File: config.mk
export PLATFORM = sky130hd
export DESIGN_NAME = stopwatch_ctrl_flat
export DESIGN_NICKNAME = d
export VERILOG_FILES = /design/src/rtl/stopwatch_pkg.sv /design/src/rtl/stopwatch_ctrl_if.sv /design/src/rtl/stopwatch_ctrl_btn_debounce.sv /design/src/rtl/stopwatch_ctrl.sv /design/src/flat_wrapper.sv
export SDC_FILE = /design/constraint.sdc
export NUM_CORES = 1
export LEC_CHECK = 0
export CAP_MARGIN = 5
export CORE_ASPECT_RATIO = 0.9
export CORE_UTILIZATION = 43
export CTS_CLUSTER_SIZE = 20
export DETAILED_ROUTE_END_ITERATION = 12
export GPL_TIMING_DRIVEN = 0
export PLACE_DENSITY = 0.73
export SYNTH_ARGS = -nofsm -noshare
export SYNTH_HDL_FRONTEND = slang
export SYNTH_SLANG_ARGS = --single-unit
File: constraint.sdc
create_clock -name clk -period 1.5 [get_ports clk]
set_input_delay 0.3 -clock clk [delete_from_list [all_inputs] [get_ports clk]]
set_output_delay 0.3 -clock clk [all_outputs]
set_load 0.02 [all_outputs]
File: src/rtl/stopwatch_pkg.sv
// Shared constants for the stopwatch control front-end.
// Holds the FSM state width and the state encodings.
package stopwatch_pkg;

    localparam int ST_W = 2;

    typedef enum logic [ST_W-1:0] {
        ST_IDLE  = 2'b00,
        ST_RUN   = 2'b01,
        ST_PAUSE = 2'b10
    } state_t;

endpackage

File: src/rtl/stopwatch_ctrl_if.sv
// Button inputs and status outputs of stopwatch_ctrl.
// master: drives i_btn_run/i_btn_clr, observes o_tick/o_run_en/o_clear/o_state.
// slave:  the controller side of the same signals.
interface stopwatch_ctrl_if;
    import stopwatch_pkg::*;

    logic            i_btn_run;
    logic            i_btn_clr;
    logic            o_tick;
    logic            o_run_en;
    logic            o_clear;
    logic [ST_W-1:0] o_state;

    modport master (
        output i_btn_run,
        output i_btn_clr,
        input  o_tick,
        input  o_run_en,
        input  o_clear,
        input  o_state
    );

    modport slave (
        input  i_btn_run,
        input  i_btn_clr,
        output o_tick,
        output o_run_en,
        output o_clear,
        output o_state
    );

endinterface

File: src/rtl/stopwatch_ctrl_btn_debounce.sv
// Two-flop synchroniser plus tick-based debounce for one raw button.
// Ports: clk, reset (sync, active-low), i_tick (debounce strobe),
//        i_btn (raw level), o_level (debounced), o_press (1-clk rise pulse).
module btn_debounce #(
    parameter int P_DB_CNT = 20,
    parameter int P_DB_BIT = 5
) (
    input  logic clk,
    input  logic reset,
    input  logic i_tick,
    input  logic i_btn,
    output logic o_level,
    output logic o_press
);

    localparam logic [P_DB_BIT-1:0] LP_LAST = P_DB_BIT'(P_DB_CNT - 1);

    logic                r_sync1;
    logic                r_sync2;
    logic                r_level;
    logic                r_press;
    logic [P_DB_BIT-1:0] r_cnt;

    logic w_diff;
    logic w_accept;

    assign w_diff   = r_sync2 ^ r_level;
    // The level has differed for P_DB_CNT consecutive ticks, this one included.
    assign w_accept = i_tick & w_diff & (r_cnt == LP_LAST);

    always_ff @(posedge clk) begin
        if (!reset) begin
            r_sync1 <= 1'b0;
            r_sync2 <= 1'b0;
            r_level <= 1'b0;
            r_press <= 1'b0;
            r_cnt   <= '0;
        end else begin
            r_sync1 <= i_btn;
            r_sync2 <= r_sync1;
            // Only a 0->1 acceptance is a press; releases are silent.
            r_press <= w_accept & r_sync2;
            if (w_accept) begin
                r_level <= r_sync2;
            end
            if (i_tick) begin
                if (!w_diff || w_accept) begin
                    r_cnt <= '0;
                end else begin
                    r_cnt <= r_cnt + 1'b1;
                end
            end
        end
    end

    assign o_level = r_level;
    assign o_press = r_press;

endmodule

File: src/rtl/stopwatch_ctrl.sv
// Stopwatch control front-end: base-tick prescaler, button debounce, RUN/PAUSE/IDLE FSM.
// Ports: clk, reset (sync, active-low), sw (slave modport: buttons in, tick/run_en/clear/state out).
module stopwatch_ctrl
    import stopwatch_pkg::*;
#(
    parameter int P_TICK_DIV = 100000,
    parameter int P_DIV_BIT  = 17,
    parameter int P_DB_CNT   = 20,
    parameter int P_DB_BIT   = 5
) (
    input  logic            clk,
    input  logic            reset,
    stopwatch_ctrl_if.slave sw
);

    localparam logic [P_DIV_BIT-1:0] LP_DIV_LAST = P_DIV_BIT'(P_TICK_DIV - 1);

    logic [P_DIV_BIT-1:0] r_cnt;
    logic                 r_tick;
    state_t               r_state;
    logic                 r_clear;

    state_t w_state_nxt;
    logic   w_clear_nxt;
    logic   w_run_evt;
    logic   w_clr_evt;
    logic   w_run_lvl;
    logic   w_clr_lvl;

    // Free-running prescaler; the tick is registered off the terminal count.
    always_ff @(posedge clk) begin
        if (!reset) begin
            r_cnt  <= '0;
            r_tick <= 1'b0;
        end else begin
            r_tick <= (r_cnt == LP_DIV_LAST);
            r_cnt  <= (r_cnt == LP_DIV_LAST) ? '0 : r_cnt + 1'b1;
        end
    end

    btn_debounce #(
        .P_DB_CNT (P_DB_CNT),
        .P_DB_BIT (P_DB_BIT)
    ) u_db_run (
        .clk     (clk),
        .reset   (reset),
        .i_tick  (r_tick),
        .i_btn   (sw.i_btn_run),
        .o_level (w_run_lvl),
        .o_press (w_run_evt)
    );

    btn_debounce #(
        .P_DB_CNT (P_DB_CNT),
        .P_DB_BIT (P_DB_BIT)
    ) u_db_clr (
        .clk     (clk),
        .reset   (reset),
        .i_tick  (r_tick),
        .i_btn   (sw.i_btn_clr),
        .o_level (w_clr_lvl),
        .o_press (w_clr_evt)
    );

    always_ff @(posedge clk) begin
        if (!reset) begin
            r_state <= ST_IDLE;
            r_clear <= 1'b0;
        end else begin
            r_state <= w_state_nxt;
            r_clear <= w_clear_nxt;
        end
    end

    // Clear beats run outside RUN; inside RUN clear is ignored.
    always_comb begin
        w_state_nxt = r_state;
        w_clear_nxt = 1'b0;
        case (r_state)
            ST_IDLE: begin
                if (w_clr_evt) begin
                    w_clear_nxt = 1'b1;
                end else if (w_run_evt) begin
                    w_state_nxt = ST_RUN;
                end
            end
            ST_RUN: begin
                if (w_run_evt) begin
                    w_state_nxt = ST_PAUSE;
                end
            end
            ST_PAUSE: begin
                if (w_clr_evt) begin
                    w_state_nxt = ST_IDLE;
                    w_clear_nxt = 1'b1;
                end else if (w_run_evt) begin
                    w_state_nxt = ST_RUN;
                end
            end
            default: begin
                w_state_nxt = ST_IDLE;
            end
        endcase
    end

    assign sw.o_tick   = r_tick;
    assign sw.o_run_en = (r_state == ST_RUN);
    assign sw.o_clear  = r_clear;
    assign sw.o_state  = r_state;

endmodule

File: src/flat_wrapper.sv
// flat-port wrapper written by rule: the top's interface ports become plain ports
module stopwatch_ctrl_flat import stopwatch_pkg::*;
#(
    parameter int P_TICK_DIV = 100000,
    parameter int P_DIV_BIT  = 17,
    parameter int P_DB_CNT   = 20,
    parameter int P_DB_BIT   = 5
)
  (clk, reset, sw_i_btn_run, sw_i_btn_clr, sw_o_tick, sw_o_run_en, sw_o_clear, sw_o_state);
  stopwatch_ctrl_if sw_i ();
  input  logic clk;
  input  logic reset;
  input wire logic [$bits(sw_i.i_btn_run)-1:0] sw_i_btn_run;
  input wire logic [$bits(sw_i.i_btn_clr)-1:0] sw_i_btn_clr;
  output wire logic [$bits(sw_i.o_tick)-1:0] sw_o_tick;
  output wire logic [$bits(sw_i.o_run_en)-1:0] sw_o_run_en;
  output wire logic [$bits(sw_i.o_clear)-1:0] sw_o_clear;
  output wire logic [$bits(sw_i.o_state)-1:0] sw_o_state;
  assign sw_i.i_btn_run = sw_i_btn_run;
  assign sw_i.i_btn_clr = sw_i_btn_clr;
  assign sw_o_tick = sw_i.o_tick;
  assign sw_o_run_en = sw_i.o_run_en;
  assign sw_o_clear = sw_i.o_clear;
  assign sw_o_state = sw_i.o_state;
  stopwatch_ctrl #(.P_TICK_DIV(P_TICK_DIV), .P_DIV_BIT(P_DIV_BIT), .P_DB_CNT(P_DB_CNT), .P_DB_BIT(P_DB_BIT)) u_core (.clk(clk), .reset(reset), .sw(sw_i));
endmodule
==> load_flow_metrics.sql <==
INSERT INTO impl_metrics (metric_group, metric, value, unit) VALUES
('worst_setup_path', 'crit_type', 'reg -> reg', ''),
('place', 'place_congestion', '0.7690', ''),
('logic_synthesis', 'post_synth.cell_area_avg', '9.159', 'um^2'),
('timing', 'setup_repair_after_global_routing_missed_its_margin', 'true', ''),
('logic_synthesis', 'postSynthNetCount', '182', ''),
('logic_synthesis', 'synth_area_leaders', 'sky130_fd_sc_hd__dfxtp_1, sky130_fd_sc_hd__nor2_1, sky130_fd_sc_hd__xnor2_1', ''),
('clock_tree', 'worst_skew_pair.late_latency', '290', 'ps'),
('floorplanning', 'floorplan.initialDensity', '46.08', '%'),
('logic_synthesis', 'cell_type_with_the_largest_total_area_after_synthesis', 'sky130_fd_sc_hd__dfxtp_1', ''),
('logic_synthesis', 'synth-edff-count', '0', ''),
('timing', 'timing.final.crit_share', '98.59', '%'),
('timing', 'worst_slew_pin_slew', '371.7', 'ps'),
('timing', 'finalSetupViolCount', '0', ''),
('clock_tree', 'cts.path.max_buffers', '2', ''),
('floorplanning', 'floorplan.core_area', '3478', 'um^2'),
('floorplanning', 'floorplan.die.width', '66.36', 'um'),
('route', 'drt-wirelength-per-cell', '11.61', 'um'),
('route', 'via_count', '1207', ''),
('logic_synthesis', 'yosysUniqueCellTypes', '26', ''),
('hold_path', 'hold_path_class', 'reg -> reg', ''),
('logic_synthesis', 'mappedNetlistArea', '1603', 'um^2'),
('logic_synthesis', 'post_synth_xor_area_fraction', '13.11', '%'),
('global_route', 'first_global_vias', '1013', ''),
('route', 'ant_nets', '0', ''),
('logic_synthesis', 'synth-main-ff-cell', 'sky130_fd_sc_hd__dfxtp_1', ''),
('layout', 'syn2layout_area_growth', '17.49', '%'),
('logic_synthesis', 'synth.mux.area_fraction', '1.874', '%'),
('power', 'power.density_cell_area', '952.6', 'nW/um^2'),
('layout', 'antenna_cells_inserted', '0', ''),
('worst_setup_path', 'crit_required', '1690', 'ps'),
('global_route', 'grt_pass1_wl', '4.243', 'mm'),
('layout', 'post_route_cells_drive_above_1_share', '14.58', '%'),
('outcome', 'run_status', 'complete, no violations', ''),
('global_route', 'global_route.overflow_total', '0', ''),
('logic_synthesis', 'syn_inst', '175', ''),
('power', 'p_leak', '0.6693', 'nW'),
('logic_synthesis', 'combinational_family_with_the_most_area_after_synthesis', 'simple AND/OR/NAND/NOR gates', ''),
('timing', 'timing.fmax', '676.2', 'MHz'),
('global_route', 'grt_antenna_before_repair', '0', ''),
('global_route', 'total_global_route_track_usage', '14.54', '%'),
('route', 'routed_via_density', '5.114', ''),
('worst_setup_path', 'cp-end-kind', 'flop', ''),
('layout', 'finish.net_count', '198', ''),
('route', 'drtIter0Drc', '39', ''),
('clock_tree', 'clockRootBuffer', 'sky130_fd_sc_hd__clkbuf_8', ''),
('timing', 'setup_ws', '21.21', 'ps'),
('global_route', 'grt_start_max_net_pins', '13', ''),
('worst_setup_path', 'critical_path_arrival', '1670', 'ps'),
('place', 'port_buffers', '8', ''),
('timing', 'final_hold_viol_count', '0', ''),
('worst_setup_path', 'start_kind', 'flop', ''),
('floorplanning', 'pin_count', '9', ''),
('clock_tree', 'cts_buffers', '5', ''),
('place', 'post-place-ws', '-206.0', 'ps'),
('timing', 'slew_headroom', '74.96', '%'),
('clock_tree', 'tritoncts', 'built', ''),
('clock_tree', 'tritoncts_num_sinks', '39', ''),
('route', 'route.final.wire_length', '2.741', 'mm'),
('layout', 'most-common-layout-cells', 'sky130_fd_sc_hd__dfxtp_1, sky130_fd_sc_hd__nor2_1, sky130_fd_sc_hd__xnor2_1', ''),
('floorplanning', 'die_height', '59.92', 'um'),
('power', 'finalPower', '1.794', 'mW'),
('worst_setup_path', 'critical_path_fanouts_max', '4', ''),
('flow_run', 'drv_cap', '0', ''),
('clock_tree', 'clock_pin_slew_reported_for_the_worst_setup_and_hold_paths_after_clock_tree_synthesis', '80', 'ps'),
('floorplanning', 'num_rows', '20', ''),
('logic_synthesis', 'area_fraction_in_compound_gates_after_synthesis', '3.981', '%'),
('logic_synthesis', 'ys_seq_elements', '39', ''),
('logic_synthesis', 'synth.yosys.warnings', '0', ''),
('layout', 'post-route-util', '54.14', '%'),
('route', 'first_pass_iters', '4', ''),
('timing', 'hold-worst-slack', '435.4', 'ps');
## cell type report
class,instances,area [um^2]
Sequential cell,39,784.5
Inverter,5,18.77
Clock inverter,3,15.01
Tap cell,44,55.05
Multi-Input combinational cell,127,832.0
Buffer,4,25.02
Clock buffer,5,68.82
Fill cell,320,1595
Timing Repair Buffer,9,83.83
## worst max-delay path, stage by stage, from the launching register on
cell and delay [ps]:
sky130_fd_sc_hd__dfxtp_1 380, sky130_fd_sc_hd__ha_4 180, sky130_fd_sc_hd__nand4_1 240, sky130_fd_sc_hd__nor4_2 380, sky130_fd_sc_hd__xnor2_1 160, sky130_fd_sc_hd__nor2_1 50
## cells in the mapped netlist, types with 3 or more instances
cell	number
sky130_fd_sc_hd__dfxtp_1	39
sky130_fd_sc_hd__nor2_1	35
sky130_fd_sc_hd__nor3_1	7
sky130_fd_sc_hd__xnor2_1	14
sky130_fd_sc_hd__xor2_1	10
sky130_fd_sc_hd__mux2i_1	3
sky130_fd_sc_hd__nand2_1	12
sky130_fd_sc_hd__ha_1	3
sky130_fd_sc_hd__nand3_1	7
sky130_fd_sc_hd__nor4_1	5
sky130_fd_sc_hd__and2_1	4
sky130_fd_sc_hd__inv_1	5
sky130_fd_sc_hd__a21oi_1	4
sky130_fd_sc_hd__nand4_1	11
## metal layers
metal	vias to the layer above	GRT usage, %	routed length, um
met3	6	5.725	98
met5	-	0	0
li1	626	-	-
met4	0	5.471	31
met2	16	23.32	1278
met1	559	17.60	1331
## per-stage QoR
stage	instance area [um^2]	setup TNS, ps	instances
2_1_floorplan	1603	0	175
3_3_place_gp	1738	-3002	227
3_5_place_dp	1738	-3170	227
4_1_cts	1838	0	236
5_1_grt	1883	-158.6	236
6_report	1883	0	236
## timing repair
item                       4_1_cts  5_1_grt
setup buffers                    1        0
cloned                           0        0
resized for setup               11       10
setup endpoints to repair       16       22
pin swaps                        1        4
## cell families after synthesis
group / Yosys count
simple gates: 88
flops: 39
xor+xnor: 24
compound gates: 9
buf+inv: 9
mux: 3
fa+ha+maj: 3
## power by group
| part | switching (mW) | total, mW | internal (mW) |
|---|---|---|---|
| combinational | 0.0287 | 0.0567 | 0.0279 |
| sequential | 0.0109 | 1.06 | 1.05 |
| clock | 0.361 | 0.679 | 0.318 |
| total | 0.401 | 1.79 | 1.39 |
## worst paths after layout
kind,startpoint,endpoint,slack [ps],cells after the start
max,u_core.r_cnt[1],u_core.r_cnt[12],20,5
min,u_core.u_db_run.r_sync1,u_core.u_db_run.r_sync2,440,1
max reg2reg,u_core.r_cnt[1],u_core.r_cnt[12],20,5
min reg2reg,u_core.u_db_run.r_sync1,u_core.u_db_run.r_sync2,440,1
## state kept, by name, summed over array words and instances, names as in the netlist
signal                   cells
u_core.r_cnt                17
u_core.sw.o_clear            1
u_core.sw.o_state            2
u_core.sw.o_tick             1
u_core.u_db_clr.o_level      1
u_core.u_db_clr.o_press      1
u_core.u_db_clr.r_cnt        5
u_core.u_db_clr.r_sync1      1
u_core.u_db_clr.r_sync2      1
u_core.u_db_run.o_level      1
u_core.u_db_run.o_press      1
u_core.u_db_run.r_cnt        5
u_core.u_db_run.r_sync1      1
u_core.u_db_run.r_sync2      1
Note: power is estimated with default switching activity, not from simulation.
